<file path="src/rtl/stack_pkg.sv">
// Shared types and defaults for the stack operation controller.
package stack_pkg;

  localparam int DEF_WIDTH = 12;
  localparam int DEF_DEPTH = 8;

  // 3-bit opcodes accepted from the instruction sequencer
  typedef enum logic [2:0] {
    OP_PUSH = 3'b000,
    OP_POP  = 3'b001,
    OP_ADD  = 3'b010,
    OP_SUB  = 3'b011,
    OP_AND  = 3'b100,
    OP_OR   = 3'b101,
    OP_NOT  = 3'b110,
    OP_ILL  = 3'b111
  } op_t;

  // Controller sequencing states
  typedef enum logic [2:0] {
    S_IDLE,
    S_POP1,
    S_CAP1,
    S_POP2,
    S_CAP2,
    S_PUSHR,
    S_ERR,
    S_DONE
  } state_t;

endpackage

</file>
<file path="src/rtl/stack_alu.sv">
// Combinational ALU for stack ops: b is the former top of stack, a the word below it.
module stack_alu
  import stack_pkg::*;
#(
  parameter int WIDTH = DEF_WIDTH
) (
  input  logic [WIDTH-1:0] a,
  input  logic [WIDTH-1:0] b,
  input  op_t              op,
  output logic [WIDTH-1:0] y
);

  // Result selection; ADD/SUB wrap naturally at WIDTH bits
  always_comb begin
    // NOTE: every output of a combinational block gets a default first so no latch is inferred.
    y = '0;
    case (op)
      OP_ADD:  y = a + b;
      OP_SUB:  y = a - b;
      OP_AND:  y = a & b;
      OP_OR:   y = a | b;
      OP_NOT:  y = ~b;
      default: y = '0;
    endcase
  end

endmodule

</file>
<file path="src/rtl/stack_op_ctrl.sv">
// Initiator-side controller driving a stack's push/pop port for one op per start/done handshake.
// Depth is tracked locally so overflow/underflow is rejected before the stack is touched.
module stack_op_ctrl
  import stack_pkg::*;
#(
  parameter int WIDTH = DEF_WIDTH,
  parameter int DEPTH = DEF_DEPTH,
  localparam int DW   = $clog2(DEPTH) + 1
) (
  input  logic             clk,
  input  logic             rst,
  input  logic             start,
  input  logic [2:0]       op,
  input  logic [WIDTH-1:0] imm,
  output logic             ready,
  output logic             done,
  output logic             err,
  output logic [WIDTH-1:0] result,
  output logic [DW-1:0]    depth,
  output logic             stk_push,
  output logic             stk_pop,
  output logic [WIDTH-1:0] stk_din,
  input  logic [WIDTH-1:0] stk_dout
);

  state_t           state;
  op_t              op_q;
  op_t              op_in;
  logic [WIDTH-1:0] b_q;
  logic [WIDTH-1:0] alu_b;
  logic [WIDTH-1:0] alu_y;
  logic             accept_ok;

  assign op_in = op_t'(op);

  // Depth precheck for the op being offered in the accept cycle
  always_comb begin
    accept_ok = 1'b0;
    case (op_in)
      OP_PUSH:                     accept_ok = (depth < DW'(DEPTH));
      OP_POP, OP_NOT:              accept_ok = (depth != '0);
      OP_ADD, OP_SUB, OP_AND, OP_OR: accept_ok = (depth >= DW'(2));
      default:                     accept_ok = 1'b0;
    endcase
  end

  // In CAP1 the popped word is still on stk_dout (unary b); in CAP2 b was saved and stk_dout is a
  assign alu_b = (state == S_CAP2) ? b_q : stk_dout;

  stack_alu #(.WIDTH(WIDTH)) u_alu (
    .a  (stk_dout),
    .b  (alu_b),
    .op (op_q),
    .y  (alu_y)
  );

  // Controller FSM with registered handshake/strobe outputs and depth counter
  always_ff @(posedge clk or posedge rst) begin
    if (rst) begin
      state    <= S_IDLE;
      op_q     <= OP_PUSH;
      b_q      <= '0;
      ready    <= 1'b1;
      done     <= 1'b0;
      err      <= 1'b0;
      result   <= '0;
      depth    <= '0;
      stk_push <= 1'b0;
      stk_pop  <= 1'b0;
      stk_din  <= '0;
    end else begin
      // NOTE: state registers use non-blocking assignments so every read sees pre-edge values.
      ready    <= 1'b0;
      done     <= 1'b0;
      err      <= 1'b0;
      stk_push <= 1'b0;
      stk_pop  <= 1'b0;
      case (state)
        S_IDLE: begin
          if (start) begin
            op_q <= op_in;
            if (!accept_ok) begin
              state <= S_ERR;
            end else if (op_in == OP_PUSH) begin
              state    <= S_PUSHR;
              stk_push <= 1'b1;
              stk_din  <= imm;
            end else begin
              state   <= S_POP1;
              stk_pop <= 1'b1;
            end
          end else begin
            ready <= 1'b1;
          end
        end
        S_POP1: begin
          depth <= depth - DW'(1);
          state <= S_CAP1;
        end
        S_CAP1: begin
          if (op_q == OP_POP) begin
            result <= stk_dout;
            done   <= 1'b1;
            state  <= S_DONE;
          end else if (op_q == OP_NOT) begin
            stk_din  <= alu_y;
            stk_push <= 1'b1;
            state    <= S_PUSHR;
          end else begin
            b_q     <= stk_dout;
            stk_pop <= 1'b1;
            state   <= S_POP2;
          end
        end
        S_POP2: begin
          depth <= depth - DW'(1);
          state <= S_CAP2;
        end
        S_CAP2: begin
          stk_din  <= alu_y;
          stk_push <= 1'b1;
          state    <= S_PUSHR;
        end
        S_PUSHR: begin
          depth  <= depth + DW'(1);
          result <= stk_din;
          done   <= 1'b1;
          state  <= S_DONE;
        end
        S_ERR: begin
          done  <= 1'b1;
          err   <= 1'b1;
          state <= S_DONE;
        end
        S_DONE: begin
          ready <= 1'b1;
          state <= S_IDLE;
        end
        default: begin
          ready <= 1'b1;
          state <= S_IDLE;
        end
      endcase
    end
  end

endmodule

</file>
<file path="config.mk">
export PLATFORM = sky130hd
export DESIGN_NAME = stack_op_ctrl
export DESIGN_NICKNAME = d
export VERILOG_FILES = /design/src/rtl/stack_pkg.sv /design/src/rtl/stack_alu.sv /design/src/rtl/stack_op_ctrl.sv
export SDC_FILE = /design/constraint.sdc
export NUM_CORES = 1
export LEC_CHECK = 0
export CAP_MARGIN = 20
export CORE_MARGIN = 3
export CORE_UTILIZATION = 45
export DETAILED_ROUTE_END_ITERATION = 7
export PLACE_DENSITY_LB_ADDON = 0.05
export SETUP_SLACK_MARGIN = 0.4
export SLEW_MARGIN = 25
export SYNTH_ARGS = -nofsm -noshare
export SYNTH_HDL_FRONTEND = slang
export SYNTH_SLANG_ARGS = --single-unit
</file>
<file path="constraint.sdc">
create_clock -name clk -period 4.94 [get_ports clk]
set_clock_uncertainty 0.2 [all_clocks]
set_input_delay 1.482 -clock clk [delete_from_list [all_inputs] [get_ports clk]]
set_output_delay 1.482 -clock clk [all_outputs]
set_load 0.01 [all_outputs]
</file>
# == Word-level counts from Yosys, hierarchy flattened ==
# Cells that the tools add are included.
# word_totals
register_bits,51
in_bits,30
output_inout_bits,33
word_cells,96
# op_classes
addsub,4
magnitude_cmp,2
eq_ne,25
muxes,35
n_bitwise,5
n_reduce_logical,14
# op_table
op,count
12-bit 2-to-1 mux,7
12-bit case mux with 5 select lines,1
12-bit case mux with 3 select lines,1
"3-bit == test, second input constant",10
12-bit case mux with 2 select lines,1
3-bit case mux with 7 select lines,1
"3-bit by 2-bit == test with 1-bit output, second input constant",6
3-bit 2-to-1 mux,5
1-bit 2-to-1 mux,13
12-bit adder,1
12-bit bitwise AND,1
"2-bit inequality test, second input constant",6
12-bit NOT,1
12-bit OR,1
12-bit subtractor,1
"3-bit by 1-bit == test with 1-bit output, second input constant",3
4-bit case mux with 2 select lines,1
3-bit logical NOT,2
1-bit case mux with 2 select lines,3
1-bit case mux with 3 select lines,2
6-bit AND reduction,1
2-bit OR reduction,3
"4-bit by 1-bit adder with 4-bit output, second input constant",1
"4-bit by 2-bit >= comparator with 1-bit output, second input constant",1
9 further kinds,12

# == Longest topological paths before layout ==
# Gate-level depths: netlist of the first run.
# depth
ltp_word,7
mapped_depth,17
depth_no_buf,14

# == By module ==
# From an unflattened synthesis of the first run, not the netlist that was laid out.
# unflattened
cells_unflattened,405
area_unflattened_um2,3875.0
# modules_own_cells
module,n_inst,cells_each,area_per_inst_um2,seq_area_each_um2
stack_op_ctrl,1,213,2651.3,1277.5
stack_alu,1,192,1223.7,0.0

# == Least setup slack after synthesis of the first run ==
# Ideal clock, no wire load.
# synth_timing
kind,input to register
startpoint,input stk_dout[1]
endpoint,register stk_din[11]
setup_time_ps,78
t_arrival_ps,3998
required_time_ps,4662
setup_slack_ps,664
path_stages,15
path_buffers,1
path_cell_list,clkbuf_1 -> nor4_1 -> nand2_1 -> o32a_2 -> nand2b_1 -> nand2_1 -> xnor2_1 -> ha_1 -> a21oi_1 -> o21ai_0 -> a41oi_1 -> o21ai_0 -> a21oi_1 -> xor2_1 -> o2bb2ai_1
# synth_between
elab_chain_cells,6
elab_cells_between_ends,7
cone_classes,add/sub: 2; mux: 5
# synth_lines
element,line_no,text
"start, declared",stack_op_ctrl.sv:23,input logic [WIDTH-1:0] stk_dout
12-bit 2-to-1 mux,stack_op_ctrl.sv:48,assign alu_b = (state == S_CAP2) ? b_q : stk_dout;
12-bit subtractor / 12-bit adder (equally long branches),"stack_alu.sv:19, stack_alu.sv:18",
12-bit case mux with 5 select lines *,stack_alu.sv:17,case (op)
12-bit 2-to-1 mux,stack_op_ctrl.sv:105,end else if (op_q == OP_NOT) begin
12-bit 2-to-1 mux,stack_op_ctrl.sv:101,if (op_q == OP_POP) begin
12-bit case mux with 3 select lines *,stack_op_ctrl.sv:78,case (state)
"end signal, assigned",stack_op_ctrl.sv:87,stk_din <= imm;
"end signal, assigned",stack_op_ctrl.sv:106,stk_din <= alu_y;
"end signal, assigned",stack_op_ctrl.sv:120,stk_din <= alu_y;
"end, declared",stack_op_ctrl.sv:22,"output logic [WIDTH-1:0] stk_din,"
# Every way passes the cells marked *; elsewhere a longest branch is shown, timed or not. The select of a mux whose other input is x is not followed.
# A chain may end at the register's enable or synchronous reset.

# == Worst setup path after layout of the first run ==
# layout_timing
startpoint,input stk_dout[0]
endpoint,register stk_din[10]
# Same word-level chain as after synthesis.

==> results by group, run 1 <==
Yosys
  – Post-synth cell types: 60
  – Syn Nets: 516
  – Number of synthesized flops with an enable pin: 0
  – Synthesized area per cell: 8.25 sq um
  – Count leader, synth: o21ai_0
  – Most used DFF post-synth: dfrtp_1
  – Top cell type's share of synthesized area: 0.321
  – Synth warnings: 0
  – Register area share after synthesis: 0.328
  – Cells after Synth: 472
  – Syn Std Cell Area: 0.00389 sq mm
  – Cell taking the most area after synthesis: dfrtp_1
  – Synth cell count leaders: o21ai_0, nand2_1, dfrtp_1
  – Ranking of synthesized cells by area: dfrtp_1, o21ai_0, nand2_1, a21oi_1, mux2i_1
  – Synth async-reset ratio: 1.00
  – Yosys reg bits: 51

Clock tree
  – Clock Path Buffers: 2
  – Root Driver: clkbuf_8
  – Hold_buf cts: 0
  – CTS tree: built
  – H-tree depth: 2
  – Total CTS buffers: 5
  – CTS sink count: 51
  – Clk pin slew, worst setup/hold paths: 100 ps
  – Clk_lat worst skew: 320 ps

Detailed routing
  – DR WL/cell: 18.4 um
  – Detailed Routing Iterations Pass 1: 5
  – Vias: 3827
  – Total Wirelength: 11.9 mm
  – DRC Markers: 0
  – DR iter-0 viols: 285
  – Final ANT Viol Nets: 0
  – Via density: 5.94

Timing
  – Final setup fails: 0
  – WHS: 292 ps
  – Final-report hold violation count: 0
  – Final TNS setup: 0 ps
  – Max-Slew Margin vs Limit: 0.335
  – Worst-Margin Slew: 994 ps
  – Fin crit period: 4430 ps
  – RSZ-0062 raised after global routing: true
  – Final critical-path share of the clock period: 0.896
  – F_max: 226 MHz
  – Max-slew violations: 0

Setup path
  – Slowest-stage cell, CP: clkdlybuf4s50_1
  – Critical path arrival: 4460 ps
  – Worst setup path category: input pin to register
  – CP endpoint kind: register
  – CP Launch Type: input pin
  – Max stage delay on crit path: 520 ps
  – Critical Path RT: 4970 ps
  – Crit-path max FO: 12
  – CP cell instances: clkdlybuf4s50_1 > buf_4 > and3_1 > nor3_1 > or2_2 > fa_1 > nand2b_1 > a21oi_2 > o41ai_2 > o21bai_1 > xor2_1 > a22oi_1 > o31ai_1

Final layout
  – Area delta synth->final: 25.9%
  – # diodes: 0
  – Final Util: 0.591
  – Final nets: 582
  – Ratio of cells with drive above 1 in the final layout: 0.130

Placement
  – Gpl congestion: 0.927
  – Buffers on Ports: 62
  – DP HPWL: 8.62 mm

Flow run
  – Max Cap Viol: 0

Power
  – PwrDens: 664 mW/mm^2
  – Clock group share of total power: 0.097
  – Part of the power in registers: 0.258
  – Peak VDD IR: 0.284 mV
  – Net Switching: 1.51 mW
  – Switch share: 0.463
  – Leak: 2.10 nW
  – Part of the power in combinational logic: 0.645
  – Pint: 1.75 mW

Floorplanning
  – Area of the core: 0.00830 sq mm
  – I/O pins: 63
  – Chip height: 99.0 um
  – Die X: 99.0 um
  – Cell row count: 33
  – Die area: 0.00980 sq mm
  – Starting density of the core: 0.469

Worst hold path
  – HP Class: register to register

Global route
  – Pin count of the biggest net entering global routing: 30
  – Vias in the first global route: 3645
  – Initial antenna violation count: 0
  – First-pass GRT wire length: 19.4 mm
  – Gr ovfl total: 0
  – GRT Total Usage: 0.247

Status
  – Run status: finished clean
## kinds of logic (layout without fill, tap and decap cells)
group	after synthesis	after routing	share of synthesized area
AO/OA/AOI/OAI	157	157	0.238
buffers and inverters	39	106	0.0437
AND/OR/NAND/NOR	154	154	0.197
multiplexers	35	35	0.0951
XOR/XNOR	22	22	0.0495
adder cells (fa/ha/maj)	14	14	0.0488
flip-flops	51	51	0.328
## power by group through the flow
stage	combinational [mW]	sequential, mW	clock [mW]
after floorplan	1.33	0.835	0
after global placement	1.98	0.834	0
after detailed placement	2.02	0.846	0
after CTS	2.02	0.836	0.327
after global routing	2.32	0.881	0.344
final	2.10	0.839	0.316
## cell type report
class	count	area, sq um
clock buffers	5	68.8
clock inverters	3	47.5
fillers	761	3400
inverters	9	33.8
multi-input cells	382	2520
flip-flops and latches	51	1280
well taps	105	131
repair buffers	89	823
## per-layer routing
layer | wire [um] | GRT usage | up-vias
met5 | 0 | 0 | -
met4 | 140 | 0.0609 | 0
met3 | 852 | 0.0396 | 15
met2 | 5230 | 0.369 | 146
met1 | 5640 | 0.372 | 1829
li1 | - | - | 1837
## critical path: cells and delay by family
| family | cells | cell delay (ps) |
|---|---|---|
| buf+inv | 2 | 750 |
| compound gates | 5 | 860 |
| fa+ha+maj | 1 | 440 |
| xor+xnor | 1 | 190 |
| simple gates | 4 | 720 |
## placed cells by master (no fill, tap or decap), drive strengths merged, types with 6 or more instances in the layout
cell / netlist / routed
o21ai: 65 / 65
nand2: 62 / 62
clkdlybuf4s50: 0 / 62
dfrtp: 50 / 50
a21oi: 41 / 41
nor2: 28 / 28
buf: 10 / 27
mux2i: 19 / 19
mux2: 16 / 16
nor3: 13 / 13
ha: 12 / 12
nand2b: 11 / 11
xor2: 11 / 11
xnor2: 11 / 11
inv: 9 / 10
a31oi: 7 / 7
nand3: 6 / 6
a211oi: 6 / 6
## per-stage QoR
stage | instances | setup WS (ps) | power [mW] | area [sq um]
after CTS | 642 | 412 | 3.19 | 4830
after detailed placement | 634 | 96.3 | 2.86 | 4710
after global placement | 634 | 103 | 2.82 | 4710
final | 644 | 512 | 3.25 | 4900
after global routing | 644 | 326 | 3.54 | 4900
after floorplan | 472 | 664 | 2.16 | 3890
## state kept, by name, indices dropped and copies added, names as in the netlist
register	flops
b_q	12
depth	4
done	1
err	1
op_q	3
ready	1
result	12
state	3
stk_din	12
stk_pop	1
stk_push	1
## final timing paths
| kind | slack, ps | startpoint | cells after the start | end |
|---|---|---|---|---|
| min in group asynchronous | 1360 | rst | 2 | result[8] |
| worst min register to register | 290 | result[2] | 2 | result[2] |
| worst max register to register | 930 | state[2] | 13 | stk_din[11] |
| max in group asynchronous | 2380 | rst | 3 | ready |
| worst max-delay path | 510 | stk_dout[0] | 13 | stk_din[10] |
| worst min-delay path | 290 | result[2] | 2 | result[2] |
## what timing repair did
item,in CTS,in global routing
buffers inserted,0,2
endpoints found under the setup margin,0,7
resized for setup,0,15
(Power assumes the default switching activity.)
==> run 2, diff against run 1 <==
--- a/config.mk
+++ b/config.mk
@@ -5,6 +5,7 @@
 export SDC_FILE = /design/constraint.sdc
 export NUM_CORES = 1
 export LEC_CHECK = 0
+export ABC_AREA = 1
 export CAP_MARGIN = 20
 export CORE_MARGIN = 3
 export CORE_UTILIZATION = 45
==> results by group, run 2 <==
Yosys
  – Syn Std Cell Area: 0.00366 sq mm
  – Yosys reg bits: 51
  – Post-synth cell types: 40
  – Ranking of synthesized cells by area: dfrtp_1, nand2_1, a21oi_1, inv_1, o21ai_0
  – Cell taking the most area after synthesis: dfrtp_1
  – Synthesized area per cell: 7.02 sq um
  – Most used DFF post-synth: dfrtp_1
  – Number of synthesized flops with an enable pin: 0
  – Synth warnings: 0
  – Register area share after synthesis: 0.349
  – Count leader, synth: nand2_1
  – Syn Nets: 565
  – Cells after Synth: 521
  – Top cell type's share of synthesized area: 0.342
  – Synth cell count leaders: nand2_1, inv_1, nor2_1
  – Synth async-reset ratio: 1.00

Detailed routing
  – DR WL/cell: 16.4 um
  – Detailed Routing Iterations Pass 1: 4
  – Via density: 5.47
  – DR iter-0 viols: 274
  – Total Wirelength: 11.4 mm
  – Vias: 3798
  – DRC Markers: 0
  – Final ANT Viol Nets: 0

Timing
  – Final TNS setup: 0 ps
  – F_max: 227 MHz
  – Final setup fails: 0
  – Final-report hold violation count: 0
  – Fin crit period: 4400 ps
  – Worst Slack Setup Final: 543 ps
  – Max-slew violations: 0
  – Max-Slew Margin vs Limit: 0.401
  – Worst-Margin Slew: 896 ps
  – RSZ-0062 raised after global routing: true
  – Final critical-path share of the clock period: 0.890

Setup path
  – Critical path arrival: 4400 ps
  – Worst setup path category: input pin to register
  – Crit-path max FO: 4
  – CP Launch Type: input pin
  – Most frequent CP cell: nand2_1
  – Slowest-stage cell, CP: clkdlybuf4s50_1
  – CP endpoint kind: register
  – Max stage delay on crit path: 460 ps
  – CP cell instances: clkdlybuf4s50_1 > inv_2 > nand2_2 > nand2_2 > nand2_1 > nor2_2 > inv_1 > nor2_1 > inv_1 > nand2_1 > xor2_1 > ha_1 > a21oi_1 > o21ai_0 > a21o_1 > or2_2 > nand3_1 > nand2_1 > o21ai_1 > a21oi_1
  – Reg2reg setup slack: 1280 ps
  – Critical Path RT: 4940 ps

Final layout
  – Area of the multi-input gates: 0.00210 sq mm
  – Most frequent cells in the layout: nand2_1, inv_1, clkdlybuf4s50_1
  – Final Util: 0.590
  – # diodes: 0
  – Ratio of cells with drive above 1 in the final layout: 0.0980
  – Most common cell after layout, fill and taps aside: nand2_1
  – Final nets: 635
  – Top flop regs: b_q x12, result x12, stk_din x12
  – Area delta synth->final: 25.8%
  – Filler cell count: 760
  – Sequential cell area: 0.00128 sq mm

Floorplanning
  – I/O pins: 63
  – Cell row count: 32
  – Area of the core: 0.00781 sq mm
  – Chip height: 96.2 um
  – Die area: 0.00925 sq mm
  – Starting density of the core: 0.469
  – Die X: 96.2 um

Placement
  – DP Worst Slack: 108 ps
  – DP HPWL: 8.72 mm
  – Gpl congestion: 1.01
  – Buffers on Ports: 62

Clock tree
  – Total CTS buffers: 5
  – Clk pin slew, worst setup/hold paths: 100 ps
  – Clock Path Buffers: 2
  – CTS tree: built
  – Root Driver: clkbuf_8
  – Hold_buf cts: 0
  – CTS sink count: 51
  – Clk_lat worst skew: 310 ps
  – H-tree depth: 2

Flow run
  – Max Cap Viol: 0

Power
  – Peak VDD IR: 0.268 mV
  – Leak: 2.17 nW
  – PwrDens: 725 mW/mm^2

Global route
  – Gr ovfl total: 0
  – Vias in the first global route: 3542
  – GRT Total Usage: 0.254
  – Initial antenna violation count: 0
  – First-pass GRT wire length: 17.9 mm
  – Pin count of the biggest net entering global routing: 52

Worst hold path
  – HP Class: register to register

Status
  – Run status: finished clean
[run 2: power by group]
part | internal [mW] | total (mW) | switching, mW
clock network | 0.151 | 0.302 | 0.151
registers | 0.630 | 0.784 | 0.154
logic | 0.884 | 2.25 | 1.37
total | 1.67 | 3.34 | 1.67
[run 2: cells by family (layout without fill, tap and decap cells)]
group / after synthesis / count (layout) / share of synthesized area
AOI/OAI and AO/OA: 139 / 139 / 0.213
buffers and inverters: 79 / 150 / 0.0892
muxes: 1 / 1 / 0.00308
and+or+nand+nor: 223 / 223 / 0.260
DFF: 51 / 51 / 0.349
adders and majority gates: 14 / 14 / 0.0520
xor gates and xnor gates: 14 / 14 / 0.0335
[run 2: per-stage QoR]
stage	cell area, sq um	instances	hold slack [ps]	power (mW)
6_report	4600	694	285	3.34
2_1_floorplan	3660	521	244	2.25
3_3_place_gp	4400	681	259	2.92
5_1_grt	4600	694	324	3.66
4_1_cts	4520	689	294	3.24
3_5_place_dp	4410	681	271	2.94
[run 2: path summary, 6_finish.rpt]
path / from / to / cells after the start
worst max register to register: state[1] / stk_din[6] / 18
min in group asynchronous: rst / depth[2] / 2
worst max-delay path: stk_dout[1] / stk_din[6] / 20
worst min-delay path: b_q[6] / b_q[6] / 2
max in group asynchronous: rst / result[8] / 2
worst min register to register: b_q[6] / b_q[6] / 2
[run 2: cell type report]
cell class / instances / area share
clock buffers: 5 / 0.0149
clock inverters: 3 / 0.00951
inverters: 64 / 0.0527
multi-input cells: 391 / 0.456
flip-flops and latches: 51 / 0.277
well taps: 102 / 0.0277
repair buffers: 78 / 0.162
[run 2: worst max-delay path: cells and delay by family]
kind	cells	cell delay, ps
adder cells (fa/ha/maj)	1	290
XOR/XNOR	1	160
buffers and inverters	4	710
AND/OR/NAND/NOR	9	1010
AO/OA/AOI/OAI	5	750
[run 2: layer usage]
layer,GRT usage,wire [um],part of all wire
met1,0.366,5270,0.46
met5,0,0,0
met2,0.384,4930,0.43
met4,0.0818,224,0.020
met3,0.0453,976,0.086
[run 2: timing repair]
item | 4_1_cts | 5_1_grt
resized for setup | 0 | 17
endpoints found under the hold margin | 0 | 0
endpoints found under the setup margin | 0 | 7
buffers inserted | 0 | 5
